--- src/rtl/comp_muldiv_pkg.sv ---
// comp_muldiv shared definitions: operation encodings and FSM states.
package comp_muldiv_pkg;

    typedef enum logic [1:0] {
        OP_MULU = 2'b00,
        OP_MULS = 2'b01,
        OP_DIVU = 2'b10,
        OP_DIVS = 2'b11
    } op_e;

    typedef enum logic [1:0] {
        IDLE = 2'b00,
        CALC = 2'b01,
        FIX  = 2'b10,
        DONE = 2'b11
    } state_t;

endpackage

--- src/rtl/comp_muldiv_step.sv ---
// Shared WIDTH+1 bit adder/subtractor for the shift-add and trial-subtract steps.
module muldiv_step #(
    parameter int WIDTH = 32
) (
    input  logic [WIDTH:0] a,
    input  logic [WIDTH:0] b,
    input  logic           sub,
    output logic [WIDTH:0] res,
    output logic           cout
);

    logic [WIDTH+1:0] sum;
    logic [WIDTH:0]   b_eff;

    // cout on subtract means a >= b (no borrow)
    assign b_eff = sub ? ~b : b;
    assign sum   = {1'b0, a} + {1'b0, b_eff} + {{(WIDTH+1){1'b0}}, sub};
    assign res   = sum[WIDTH:0];
    assign cout  = sum[WIDTH+1];

endmodule

--- src/rtl/comp_muldiv.sv ---
// Iterative signed/unsigned multiply/divide unit, one bit per cycle.
module comp_muldiv
    import comp_muldiv_pkg::*;
#(
    parameter int WIDTH = 32,
    parameter int CNT_W = $clog2(WIDTH+1)
) (
    input  logic               clk,
    input  logic               Reset,
    input  logic               Run,
    input  logic [1:0]         Op_in,
    input  logic [WIDTH-1:0]   Operand_a_in,
    input  logic [WIDTH-1:0]   Operand_b_in,
    output logic [2*WIDTH-1:0] Result_out,
    output logic               Ready,
    output logic               Busy,
    output logic               DivByZero
);

    state_t             state, state_nxt;
    logic [1:0]         op_q;
    logic [WIDTH-1:0]   opnd_q;
    logic [2*WIDTH-1:0] acc_q;
    logic               sign_a_q, sign_b_q;
    logic [CNT_W-1:0]   cnt_q;
    logic [2*WIDTH-1:0] result_q;
    logic               dbz_q;

    logic               div_in, sgn_in, sa_in, sb_in, dbz_start;
    logic [WIDTH-1:0]   mag_a, mag_b;
    logic               is_div;
    logic [WIDTH:0]     step_a, step_b, step_res;
    logic               step_cout;
    logic [2*WIDTH-1:0] calc_nxt, fix_val;
    logic [WIDTH-1:0]   quo, rem;
    logic               neg;

    assign div_in    = Op_in[1];
    assign sgn_in    = Op_in[0];
    assign sa_in     = sgn_in & Operand_a_in[WIDTH-1];
    assign sb_in     = sgn_in & Operand_b_in[WIDTH-1];
    assign mag_a     = sa_in ? -Operand_a_in : Operand_a_in;
    assign mag_b     = sb_in ? -Operand_b_in : Operand_b_in;
    assign dbz_start = div_in && (Operand_b_in == '0);

    // Divide works on {rem, quot}; multiply on {hi, multiplier}
    assign is_div = op_q[1];
    assign step_a = is_div ? acc_q[2*WIDTH-1:WIDTH-1]
                           : {1'b0, acc_q[2*WIDTH-1:WIDTH]};
    assign step_b = (is_div || acc_q[0]) ? {1'b0, opnd_q} : '0;

    muldiv_step #(.WIDTH(WIDTH)) u_step (
        .a    (step_a),
        .b    (step_b),
        .sub  (is_div),
        .res  (step_res),
        .cout (step_cout)
    );

    always_comb begin
        calc_nxt = {step_res, acc_q[WIDTH-1:1]};
        if (is_div) begin
            if (step_cout)
                calc_nxt = {step_res[WIDTH-1:0], acc_q[WIDTH-2:0], 1'b1};
            else
                calc_nxt = {acc_q[2*WIDTH-2:0], 1'b0};
        end
    end

    assign quo = acc_q[WIDTH-1:0];
    assign rem = acc_q[2*WIDTH-1:WIDTH];
    assign neg = sign_a_q ^ sign_b_q;

    always_comb begin
        fix_val = acc_q;
        case (op_q)
            OP_MULS: if (neg) fix_val = -acc_q;
            OP_DIVS: fix_val = {sign_a_q ? -rem : rem, neg ? -quo : quo};
            default: fix_val = acc_q;
        endcase
    end

    always_ff @(posedge clk) begin
        if (Reset) state <= IDLE;
        else       state <= state_nxt;
    end

    always_comb begin
        state_nxt = state;
        case (state)
            IDLE: if (Run) state_nxt = dbz_start ? DONE : CALC;
            CALC: if (cnt_q == CNT_W'(1)) state_nxt = FIX;
            FIX:  state_nxt = DONE;
            DONE: if (!Run) state_nxt = IDLE;
            default: state_nxt = IDLE;
        endcase
    end

    always_ff @(posedge clk) begin
        if (Reset) begin
            op_q     <= '0;
            opnd_q   <= '0;
            acc_q    <= '0;
            sign_a_q <= 1'b0;
            sign_b_q <= 1'b0;
            cnt_q    <= '0;
            result_q <= '0;
            dbz_q    <= 1'b0;
        end else begin
            case (state)
                IDLE: if (Run) begin
                    op_q     <= Op_in;
                    sign_a_q <= sa_in;
                    sign_b_q <= sb_in;
                    if (dbz_start) begin
                        result_q <= {Operand_a_in, {WIDTH{1'b1}}};
                        dbz_q    <= 1'b1;
                    end else begin
                        dbz_q  <= 1'b0;
                        cnt_q  <= CNT_W'(WIDTH);
                        opnd_q <= div_in ? mag_b : mag_a;
                        acc_q  <= {{WIDTH{1'b0}}, div_in ? mag_a : mag_b};
                    end
                end
                CALC: begin
                    acc_q <= calc_nxt;
                    cnt_q <= cnt_q - CNT_W'(1);
                end
                FIX: result_q <= fix_val;
                default: ;
            endcase
        end
    end

    assign Result_out = result_q;
    assign Ready      = (state == DONE);
    assign Busy       = (state == CALC) || (state == FIX);
    assign DivByZero  = dbz_q;

endmodule
--- config.mk ---
export PLATFORM = sky130hd
export DESIGN_NAME = comp_muldiv
export DESIGN_NICKNAME = d
export VERILOG_FILES = /design/src/rtl/comp_muldiv_pkg.sv /design/src/rtl/comp_muldiv_step.sv /design/src/rtl/comp_muldiv.sv
export SDC_FILE = /design/constraint.sdc
export NUM_CORES = 1
export LEC_CHECK = 0
export BUFFER_PORTS_ARGS = -buffer_cell sky130_fd_sc_hd__buf_2
export CAP_MARGIN = 10
export CORE_ASPECT_RATIO = 0.75
export CORE_MARGIN = 2
export CORE_UTILIZATION = 61
export DETAILED_ROUTE_END_ITERATION = 6
export PLACE_DENSITY = 0.83
export SYNTH_ARGS = -nofsm -noshare
export SYNTH_HDL_FRONTEND = slang
export SYNTH_SLANG_ARGS = --single-unit
--- constraint.sdc ---
create_clock -name clk -period 6.08 [get_ports clk]
set_input_delay 1.824 -clock clk [delete_from_list [all_inputs] [get_ports clk]]
set_output_delay 1.824 -clock clk [all_outputs]
set_load 0.005 [all_outputs]
# [Word level (Yosys, flattened, before mapping)]
# Index checks and enable logic that the tools add are counted.
[totals] reg_bits=173 latchBits=0 ramBits=0 romBits=0 input_bits=69 output_inout_bits=67 mem_count=0
[classes] addsub=8 n_mul=0 div_mod_pow=0 magnitude_cmp=0 n_eq_ne=11 shift=0 muxes=28 bitwise_logic=5 n_reduce_logical=12
[ops] op="64-bit two-way mux" count=7
[ops] op="64-bit case mux with 2 select lines" count=3
[ops] op="32-bit two-way mux" count=7
[ops] op="32-bit negator" count=4
[ops] op="33-bit two-way mux" count=2
[ops] op="64-bit negator" count=1
[ops] op="33-bit by 33-bit adder with 34-bit output" count=1
[ops] op="34-bit by 1-bit adder with 34-bit output" count=1
[ops] op="32-bit inverter with 33-bit output" count=1
[ops] op="32-bit logical NOT" count=1
[ops] op="6-bit two-way mux" count=2
[ops] op="6-bit case mux with 2 select lines" count=1
[ops] op="3-bit AND reduction" count=4
[ops] op="2-bit inequality test (second input constant)" count=5
[ops] op="2-bit two-way mux" count=4
[ops] op="2-bit case mux with 4 select lines" count=1
[ops] op="2-bit equality test (second input constant)" count=3
[ops] op="6-bit by 1-bit equality test with 1-bit output (second input constant)" count=1
[ops] op="6-bit by 1-bit subtractor with 6-bit output (second input constant)" count=1
[ops] op="2-bit by 1-bit equality test with 1-bit output (second input constant)" count=2
[ops] op="2-bit nonzero test" count=2
[ops] op="1-bit AND" count=2
[ops] op="2-bit logical NOT" count=1
[ops] op="1-bit logical OR" count=2
[ops] op="5 further kinds" count=5

# [Logic depth before layout (Yosys ltp)]
# Gate-level depths: netlist (run 1).
[logic_depth] word_depth=9 ltp_mapped=19 ltp_nobuf=13

# [By module]
# Synthesis (run 1) repeated with hierarchy kept, for this count alone.
[unflattened] hier_cells=1898 area_unflattened_um2=14543.9
[modules_own_cells] module="comp_muldiv" n_inst=1 cells_per_inst=1618 area_each_um2=12470.7
[modules_own_cells] module="muldiv_step" n_inst=1 cells_per_inst=280 area_each_um2=2073.2

# [Worst setup path before layout (run 1)]
# OpenSTA, ideal clock, no wires.
[synth_path] path_kind="reg-to-reg" from="register op_q[1]" to="register acc_q[42]" setup_time_ns=0.123 arrival_ns=4.372 required_time_ns=5.957 path_slack_ns=1.585 stages_incl_launch_ff=19 n_path_buf=7 cell_sequence="dfxtp_1 > clkbuf_1 > clkbuf_1 > clkbuf_1 > buf_1 > mux2_2 > ha_1 > clkbuf_1 > and3_1 > nand3_1 > a21oi_1 > o211ai_1 > and3_1 > o31ai_1 > nand2_1 > clkbuf_1 > clkbuf_1 > o22ai_1 > o21ai_0"
[synth_between] elab_chain_cells=9 word_cells_on_any_way=10 cone_classes="2 x add/sub; 6 x mux; 1 x bitwise; 1 x reduce/logical"
[synth_rtl] item="start, declared" line_no="comp_muldiv.sv:21" text="logic [1:0] op_q;"
[synth_rtl] item="start signal, assigned" line_no="comp_muldiv.sv:112" text="op_q <= Op_in;"
[synth_rtl] item="1-bit logical OR" line_no="comp_muldiv.sv:50" text="assign step_b = (is_div || acc_q[0]) ? {1'b0, opnd_q} : '0;"
[synth_rtl] item="32-bit two-way mux" line_no="comp_muldiv.sv:50"
[synth_rtl] item="32-bit inverter with 33-bit output" line_no="comp_muldiv_step.sv:16" text="assign b_eff = sub ? ~b : b;"
[synth_rtl] item="33-bit two-way mux" line_no="comp_muldiv_step.sv:16"
[synth_rtl] item="33-bit by 33-bit adder with 34-bit output" line_no="comp_muldiv_step.sv:17" text="assign sum = {1'b0, a} + {1'b0, b_eff} + {{(WIDTH+1){1'b0}}, sub};"
[synth_rtl] item="34-bit by 1-bit adder with 34-bit output" line_no="comp_muldiv_step.sv:17"
[synth_rtl] item="64-bit two-way mux" line_no="comp_muldiv.sv:63" text="if (step_cout)"
[synth_rtl] item="64-bit two-way mux (*)" line_no="comp_muldiv.sv:62" text="if (is_div) begin"
[synth_rtl] item="64-bit case mux with 2 select lines (*)" line_no="comp_muldiv.sv:110" text="case (state)"
[synth_rtl] item="end signal, assigned" line_no="comp_muldiv.sv:122" text="acc_q <= {{WIDTH{1'b0}}, div_in ? mag_a : mag_b};"
[synth_rtl] item="end signal, assigned" line_no="comp_muldiv.sv:126" text="acc_q <= calc_nxt;"
[synth_rtl] item="end, declared" line_no="comp_muldiv.sv:23" text="logic [2*WIDTH-1:0] acc_q;"
# Every way passes the cells marked *; elsewhere a longest branch is shown, timed or not.
# A chain may end at the register's enable or synchronous reset.

# [Worst setup path after layout (run 1)]
[layout_path] from="input Operand_b_in[21]" to="register result_q[61], in the netlist Result_out[61]"
[layout_between] elab_chain_cells=4
[layout_rtl] item="start, declared" line_no="comp_muldiv.sv:13" text="input logic [WIDTH-1:0] Operand_b_in,"
[layout_rtl] item="32-bit logical NOT" line_no="comp_muldiv.sv:44" text="assign dbz_start = div_in && (Operand_b_in == '0);"
[layout_rtl] item="1-bit logical AND" line_no="comp_muldiv.sv:44"
[layout_rtl] item="2-bit inequality test (no line)"
[layout_rtl] item="3-bit AND reduction (no line)"
[layout_rtl] item="end signal, assigned" line_no="comp_muldiv.sv:116" text="result_q <= {Operand_a_in, {WIDTH{1'b1}}};"
[layout_rtl] item="end signal, assigned" line_no="comp_muldiv.sv:129" text="FIX: result_q <= fix_val;"
[layout_rtl] item="end, declared" line_no="comp_muldiv.sv:26" text="logic [2*WIDTH-1:0] result_q;"
# No other way between the ends.

==> flow_metrics.py, run 1 <==
metrics = {
    "global_route": {
        "grt_max_degree": 85,
        "top_usage_layer": "met1",
        "grt_pass1_vias": 12494,
        "grt_pass1_wl_um": 69300,
        "met1_usage": 0.560,
        "gr-usage-met3": 0.105,
        "grt_use_met2": 0.525,
        "antenna_found_initial": 0,
        "grt_usage": 0.376,
        "overflow": 0,
    },
    "clock_tree": {
        "clk_root_buffer_cell": "clkbuf_16",
        "post_cts_buffers": 0,
        "cts_buffer_depth": 2,
        "ctsHtreeMaxLevel": 4,
        "cts_repair_resize_count": 0,
        "cts-buffers-inserted": 17,
        "cts_hold_buf": 0,
        "clk_pin_slew_ns": 0.07,
        "clock_latency_ns": 0.45,
        "cts_tree": "yes",
        "cts.sinks": 173,
    },
    "pwr": {
        "p_per_area_mw_per_mm2": 372,
        "irDropWorstVdd_v": 0.000209,
        "p_leak_nw": 5.56,
    },
    "routing": {
        "wl_per_cell_um": 20.6,
        "drc": 0,
        "first_pass_iters": 6,
        "postRouteAntennaNets": 0,
        "first_iter_violations": 2220,
        "finalWirelength_um": 44600,
        "via_count": 14522,
        "avgViaCountPerCell": 6.72,
    },
    "layout": {
        "final_cells": 2161,
        "nNetsFinal": 1969,
        "synthToLayoutAreaGrowth_pct": 9.86,
        "layout-drive-gt1-share": 0.145,
    },
    "synth": {
        "synthMostInstantiatedCell": "nor2_1",
        "syn-cell-area_mm2": 0.0133,
        "yosysWarnings": 0,
        "ys_top_cells_by_area": "dfxtp_1, nor2_1, a21oi_1, o21ai_0, nand2_1",
        "synth_common_cells": "nor2_1, nand2_1, dfxtp_1",
        "yosysUniqueCellTypes": 70,
        "synth_edf_count": 0,
        "synthArstFlopShare": 0,
        "synthCells": 1825,
        "synth-seq-cells": 173,
        "synth_seq_area_share": 0.260,
        "synth_top_area_cell": "dfxtp_1",
        "synth_area_per_cell_um2": 7.29,
        "synth_ff_type": "dfxtp_1",
        "synth_top_area_share": 0.260,
        "synth_fp_nets": 1936,
    },
    "sta": {
        "hold_violations": 0,
        "rsz0062_at_grt": "no",
        "skew_ns": 0.0110,
        "timing.fmax_mhz": 198,
        "max_slew_margin": 0.261,
        "setup_viol": 0,
        "fin_tns_setup_ns": 0,
        "fin_crit_sh": 0.831,
        "min_period_ns": 5.05,
        "drv_slew": 0,
        "fin_ws_ns": 1.03,
        "worst_pin_slew_ns": 1.11,
    },
    "setup_path": {
        "crit_start": "Operand_b_in[21]",
        "crit_path_end": "Result_out[61]$_SDFFE_PP0P_",
        "r2r_slack_ns": 1.63,
        "endpoint_kind": "flip-flop",
        "reg2reg_depth": 13,
        "startpoint_type": "primary input",
        "r2r_start": "op_q[1]$_SDFFE_PP0P_",
        "cp_data_arrival_time_ns": 5.39,
        "crit_type": "in -> reg",
        "crit_required_ns": 6.42,
        "r2r_end": "acc_q[61]$_SDFFE_PP0P_",
        "crit_fanout": 46,
    },
    "hold_path": {
        "hold_path_class": "reg -> reg",
    },
    "placement": {
        "dpl.cell_count": 2127,
        "dpl.hpwl_um": 33600,
        "portBuffers": 135,
        "dpl_worst_slack_ns": 0.733,
        "gp_congestion": 0.987,
    },
    "status": {
        "outcome": "completed",
    },
    "floorplan": {
        "die_h_um": 132,
        "die_width_um": 175,
        "rows": 46,
        "design.die.area_mm2": 0.0230,
        "ioPinCount": 136,
        "start_util": 0.625,
        "core-area_mm2": 0.0213,
    },
    "run": {
        "max-cap-violations": 0,
    },
}
==> metal layers <==
| metal | part of all wire | wire length (um) |
|---|---|---|
| met1 | 0.43 | 19200 |
| met2 | 0.40 | 17800 |
| met3 | 0.14 | 6460 |
| met4 | 0.027 | 1200 |
| met5 | 0 | 0 |
==> report_power, final <==
part	switching, mW	internal [mW]
combinational	1.57	0.937
clock	0.531	0.606
sequential	0.376	1.42
total	2.48	2.96
==> final cells by class <==
type                       instances  area (um^2)
timing repair buffer             166          923
sequential                       173         3470
clock buffer                      19          453
fill                            1829         6680
clock inverter                    13          144
inverter                          34          128
multi-input combinational       1466         9130
tap                              288          360
antenna                            2         5.00
==> worst min-delay path by stage <==
stage	start	to	slack, ns	cells past startpoint
after floorplan	opnd_q[10]$_SDFFE_PP0P_	opnd_q[10]$_SDFFE_PP0P_	0.44	2
after global placement	Result_out[56]$_SDFFE_PP0P_	Result_out[56]$_SDFFE_PP0P_	0.44	2
after detailed placement	opnd_q[11]$_SDFFE_PP0P_	opnd_q[11]$_SDFFE_PP0P_	0.46	2
after CTS	opnd_q[11]$_SDFFE_PP0P_	opnd_q[11]$_SDFFE_PP0P_	0.47	2
after global routing	opnd_q[7]$_SDFFE_PP0P_	opnd_q[7]$_SDFFE_PP0P_	0.49	2
final	opnd_q[11]$_SDFFE_PP0P_	opnd_q[11]$_SDFFE_PP0P_	0.46	2
==> per-stage QoR <==
step                      total power [mW]  hold WS, ns  utilization  cell area [um^2]
after global routing                  5.73        0.488        0.686             14600
after detailed placement              4.22        0.457        0.658             14000
after floorplan                       3.48        0.442            -             13300
final                                 5.44        0.462        0.686             14600
after global placement                4.14        0.441        0.658             14000
after CTS                             5.35        0.467        0.686             14600
==> cells in the final DEF (no fill, tap or decap), drive strengths merged, types with 11 or more instances in the layout <==
cell type | Yosys | final
nor2 | 218 | 218
nand2 | 204 | 204
dfxtp | 173 | 173
buf | 32 | 166
o21ai | 165 | 165
a21oi | 161 | 161
xor2 | 70 | 70
xnor2 | 69 | 69
a211oi | 65 | 65
nor3 | 50 | 50
mux2 | 46 | 46
a311oi | 45 | 45
ha | 41 | 41
inv | 31 | 41
o211ai | 37 | 37
nand3 | 25 | 25
mux2i | 24 | 24
o31ai | 22 | 22
o22ai | 21 | 21
or3 | 20 | 20
or4 | 20 | 20
clkbuf | 120 | 19
nor4 | 17 | 17
o41ai | 14 | 14
nand4 | 13 | 13
nand2b | 12 | 12
a31oi | 12 | 12
and3 | 11 | 11
==> worst max-delay path: stages <==
cell	delay, ns
buf_2	0.13
or4_1	0.61
nor4_2	0.54
or4b_1	0.56
nor4_4	0.22
buf_4	0.20
nand2_1	0.12
o21ai_4	0.42
buf_4	0.40
nor2_1	0.09
a211oi_1	0.27
==> sequential cells by signal, summed over array words and instances (netlist names) <==
signal	cells
Result_out	64
acc_q	64
opnd_q	32
cnt_q	6
op_q	2
state	2
DivByZero	1
sign_a_q	1
sign_b_q	1
==> logic make-up (layout without fill, tap and decap cells) <==
kind of cell | after synthesis | after routing | share of synthesized area
mux | 70 | 70 | 0.0570
other cells | 0 | 2 | 0
buf+inv | 186 | 232 | 0.0570
flops | 173 | 173 | 0.260
fa+ha+maj | 42 | 42 | 0.0401
xor+xnor | 139 | 139 | 0.0915
compound gates | 595 | 595 | 0.283
simple gates | 620 | 620 | 0.211
Note: power is estimated with default switching activity, not from simulation.
==> run 2: changes to the inputs <==
--- a/config.mk
+++ b/config.mk
@@ -9,9 +9,9 @@
 export CAP_MARGIN = 10
 export CORE_ASPECT_RATIO = 0.75
 export CORE_MARGIN = 2
-export CORE_UTILIZATION = 61
+export CORE_UTILIZATION = 55
 export DETAILED_ROUTE_END_ITERATION = 6
-export PLACE_DENSITY = 0.83
+export PLACE_DENSITY = 0.79
 export SYNTH_ARGS = -nofsm -noshare
 export SYNTH_HDL_FRONTEND = slang
 export SYNTH_SLANG_ARGS = --single-unit
==> constraint.sdc (replaced) <==
create_clock -name clk -period 4.46 [get_ports clk]
set_input_delay 1.338 -clock clk [delete_from_list [all_inputs] [get_ports clk]]
set_output_delay 1.338 -clock clk [all_outputs]
set_load 0.005 [all_outputs]
==> flow_metrics.py, run 2 (synthesis gave the netlist of run 1 again) <==
metrics = {
    "global_route": {
        "antenna_found_initial": 0,
        "gr-usage-met3": 0.0909,
        "grt_max_degree": 87,
        "grt_pass1_wl_um": 69600,
        "overflow": 0,
        "grt_pass1_vias": 12072,
        "grt_usage": 0.349,
        "grt_use_met2": 0.478,
        "met1_usage": 0.538,
        "top_usage_layer": "met1",
    },
    "setup_path": {
        "crit_top_cell": "a21oi_1",
        "cp_data_arrival_time_ns": 4.47,
        "crit_chain": "buf_4, mux2_2, ha_1, and2_1, a32oi_1, a21oi_1, or3_1, o2bb2ai_1, o211ai_1, xnor2_1, a21oi_1, a22o_1",
        "r2r_end": "acc_q[59]$_SDFFE_PP0P_",
        "crit_required_ns": 4.80,
        "startpoint_type": "flip-flop",
        "crit_fanout": 39,
        "reg2reg_depth": 12,
        "r2r_slack_ns": 0.33,
        "crit_type": "reg -> reg",
        "critPathSlowestCell": "dfxtp_4",
        "crit_path_max_incr_delay_ns": 0.63,
        "r2r_start": "op_q[1]$_SDFFE_PP0P_",
        "endpoint_kind": "flip-flop",
        "crit_start": "op_q[1]$_SDFFE_PP0P_",
    },
    "clock_tree": {
        "cts.sinks": 173,
        "cts_repair_resize_count": 0,
        "cts_buffer_depth": 2,
        "clk_pin_slew_ns": 0.08,
        "cts_tree": "yes",
        "post_cts_buffers": 0,
        "ctsHtreeMaxLevel": 4,
        "clk_root_buffer_cell": "clkbuf_16",
        "clock_latency_ns": 0.44,
        "cts-buffers-inserted": 17,
        "cts_hold_buf": 0,
    },
    "routing": {
        "wl_per_cell_um": 21.1,
        "first_iter_violations": 2064,
        "via_count": 14401,
        "postRouteAntennaNets": 0,
        "finalWirelength_um": 46300,
        "avgViaCountPerCell": 6.56,
        "drc": 0,
        "first_pass_iters": 6,
    },
    "sta": {
        "fin_tns_setup_ns": 0,
        "skew_ns": 0.0145,
        "fin_crit_sh": 0.926,
        "hold_violations": 0,
        "min_period_ns": 4.13,
        "worst_pin_slew_ns": 1.09,
        "timing.fmax_mhz": 242,
        "drv_slew": 0,
        "max_slew_margin": 0.273,
        "setup_viol": 0,
        "rsz0062_at_grt": "no",
    },
    "pwr": {
        "p_leak_nw": 5.66,
        "irDropWorstVdd_v": 0.000329,
        "p_per_area_mw_per_mm2": 513,
        "power_mw": 7.60,
    },
    "layout": {
        "synthToLayoutAreaGrowth_pct": 11.3,
        "diodes": 0,
        "most-common-layout-cells": "nor2_1, nand2_1, dfxtp_1",
        "layout_commonest_cell": "nor2_1",
        "layout-drive-gt1-share": 0.153,
        "nNetsFinal": 1987,
    },
    "hold_path": {
        "hold_start": "opnd_q[14]$_SDFFE_PP0P_",
        "hold_path_class": "reg -> reg",
        "holdPathEnd": "opnd_q[14]$_SDFFE_PP0P_",
        "holdPathStages": 2,
    },
    "floorplan": {
        "start_util": 0.558,
        "core-area_mm2": 0.0238,
        "rows": 49,
        "ioPinCount": 136,
        "die_h_um": 139,
        "die_width_um": 184,
        "design.die.area_mm2": 0.0255,
    },
    "placement": {
        "dpl.hpwl_um": 35600,
        "gp_congestion": 0.987,
        "portBuffers": 135,
    },
    "run": {
        "max-cap-violations": 0,
    },
    "status": {
        "outcome": "completed",
    },
}
run 2: how the worst max path moves through the flow:
stage                     cells after the start  slack, ns                           to
after floorplan                              18       0.09       acc_q[42]$_SDFFE_PP0P_
after global placement                       10       0.12  Result_out[57]$_SDFFE_PP0P_
after detailed placement                     10       0.05  Result_out[14]$_SDFFE_PP0P_
after CTS                                    12       0.41       acc_q[59]$_SDFFE_PP0P_
after global routing                         13       0.11       acc_q[62]$_SDFFE_PP0P_
final                                        12       0.33       acc_q[59]$_SDFFE_PP0P_
run 2: area by class of cell:
class / instances / area [um^2]
well taps: 306 / 383
repair buffers: 184 / 1080
inverters: 34 / 128
clock buffers: 17 / 425
fillers: 2194 / 9040
flip-flops and latches: 173 / 3470
multi-input cells: 1466 / 9130
clock inverters: 15 / 193
run 2: per-layer routing:
| metal | up-vias | part of all wire | routed length [um] |
|---|---|---|---|
| met5 | - | 0 | 0 |
| met3 | 95 | 0.13 | 6190 |
| met4 | 0 | 0.025 | 1150 |
| met1 | 6680 | 0.45 | 20900 |
| li1 | 6741 | - | - |
| met2 | 885 | 0.39 | 18000 |
run 2: through the flow:
stage / utilization / instances / hold slack [ns] / area, um^2 / setup WS, ns
detailed placement: 0.595 / 2163 / 0.457 / 14200 / 0.0458
CTS: 0.621 / 2195 / 0.466 / 14800 / 0.412
global route: 0.621 / 2195 / 0.487 / 14800 / 0.110
floorplan: - / 1825 / 0.442 / 13300 / 0.0939
global placement: 0.595 / 2163 / 0.441 / 14200 / 0.120
finish: 0.621 / 2195 / 0.468 / 14800 / 0.328
run 2: critical path, delay by kind of cell (launching register included):
family / cells / cell delay, ns
AOI/OAI and AO/OA: 6 / 1.26
and+or+nand+nor: 2 / 0.65
DFF: 1 / 0.63
muxes: 1 / 0.42
adders and majority gates: 1 / 0.37
buffers and inverters: 1 / 0.35
xor gates and xnor gates: 1 / 0.31
run 2: power by group:
group	switching, mW	internal, mW	leakage (nW)	total, mW
clock network	0.760	0.815	0.301	1.57
registers	0.486	1.93	1.41	2.42
logic	2.27	1.34	3.95	3.61
total	3.51	4.09	5.66	7.60
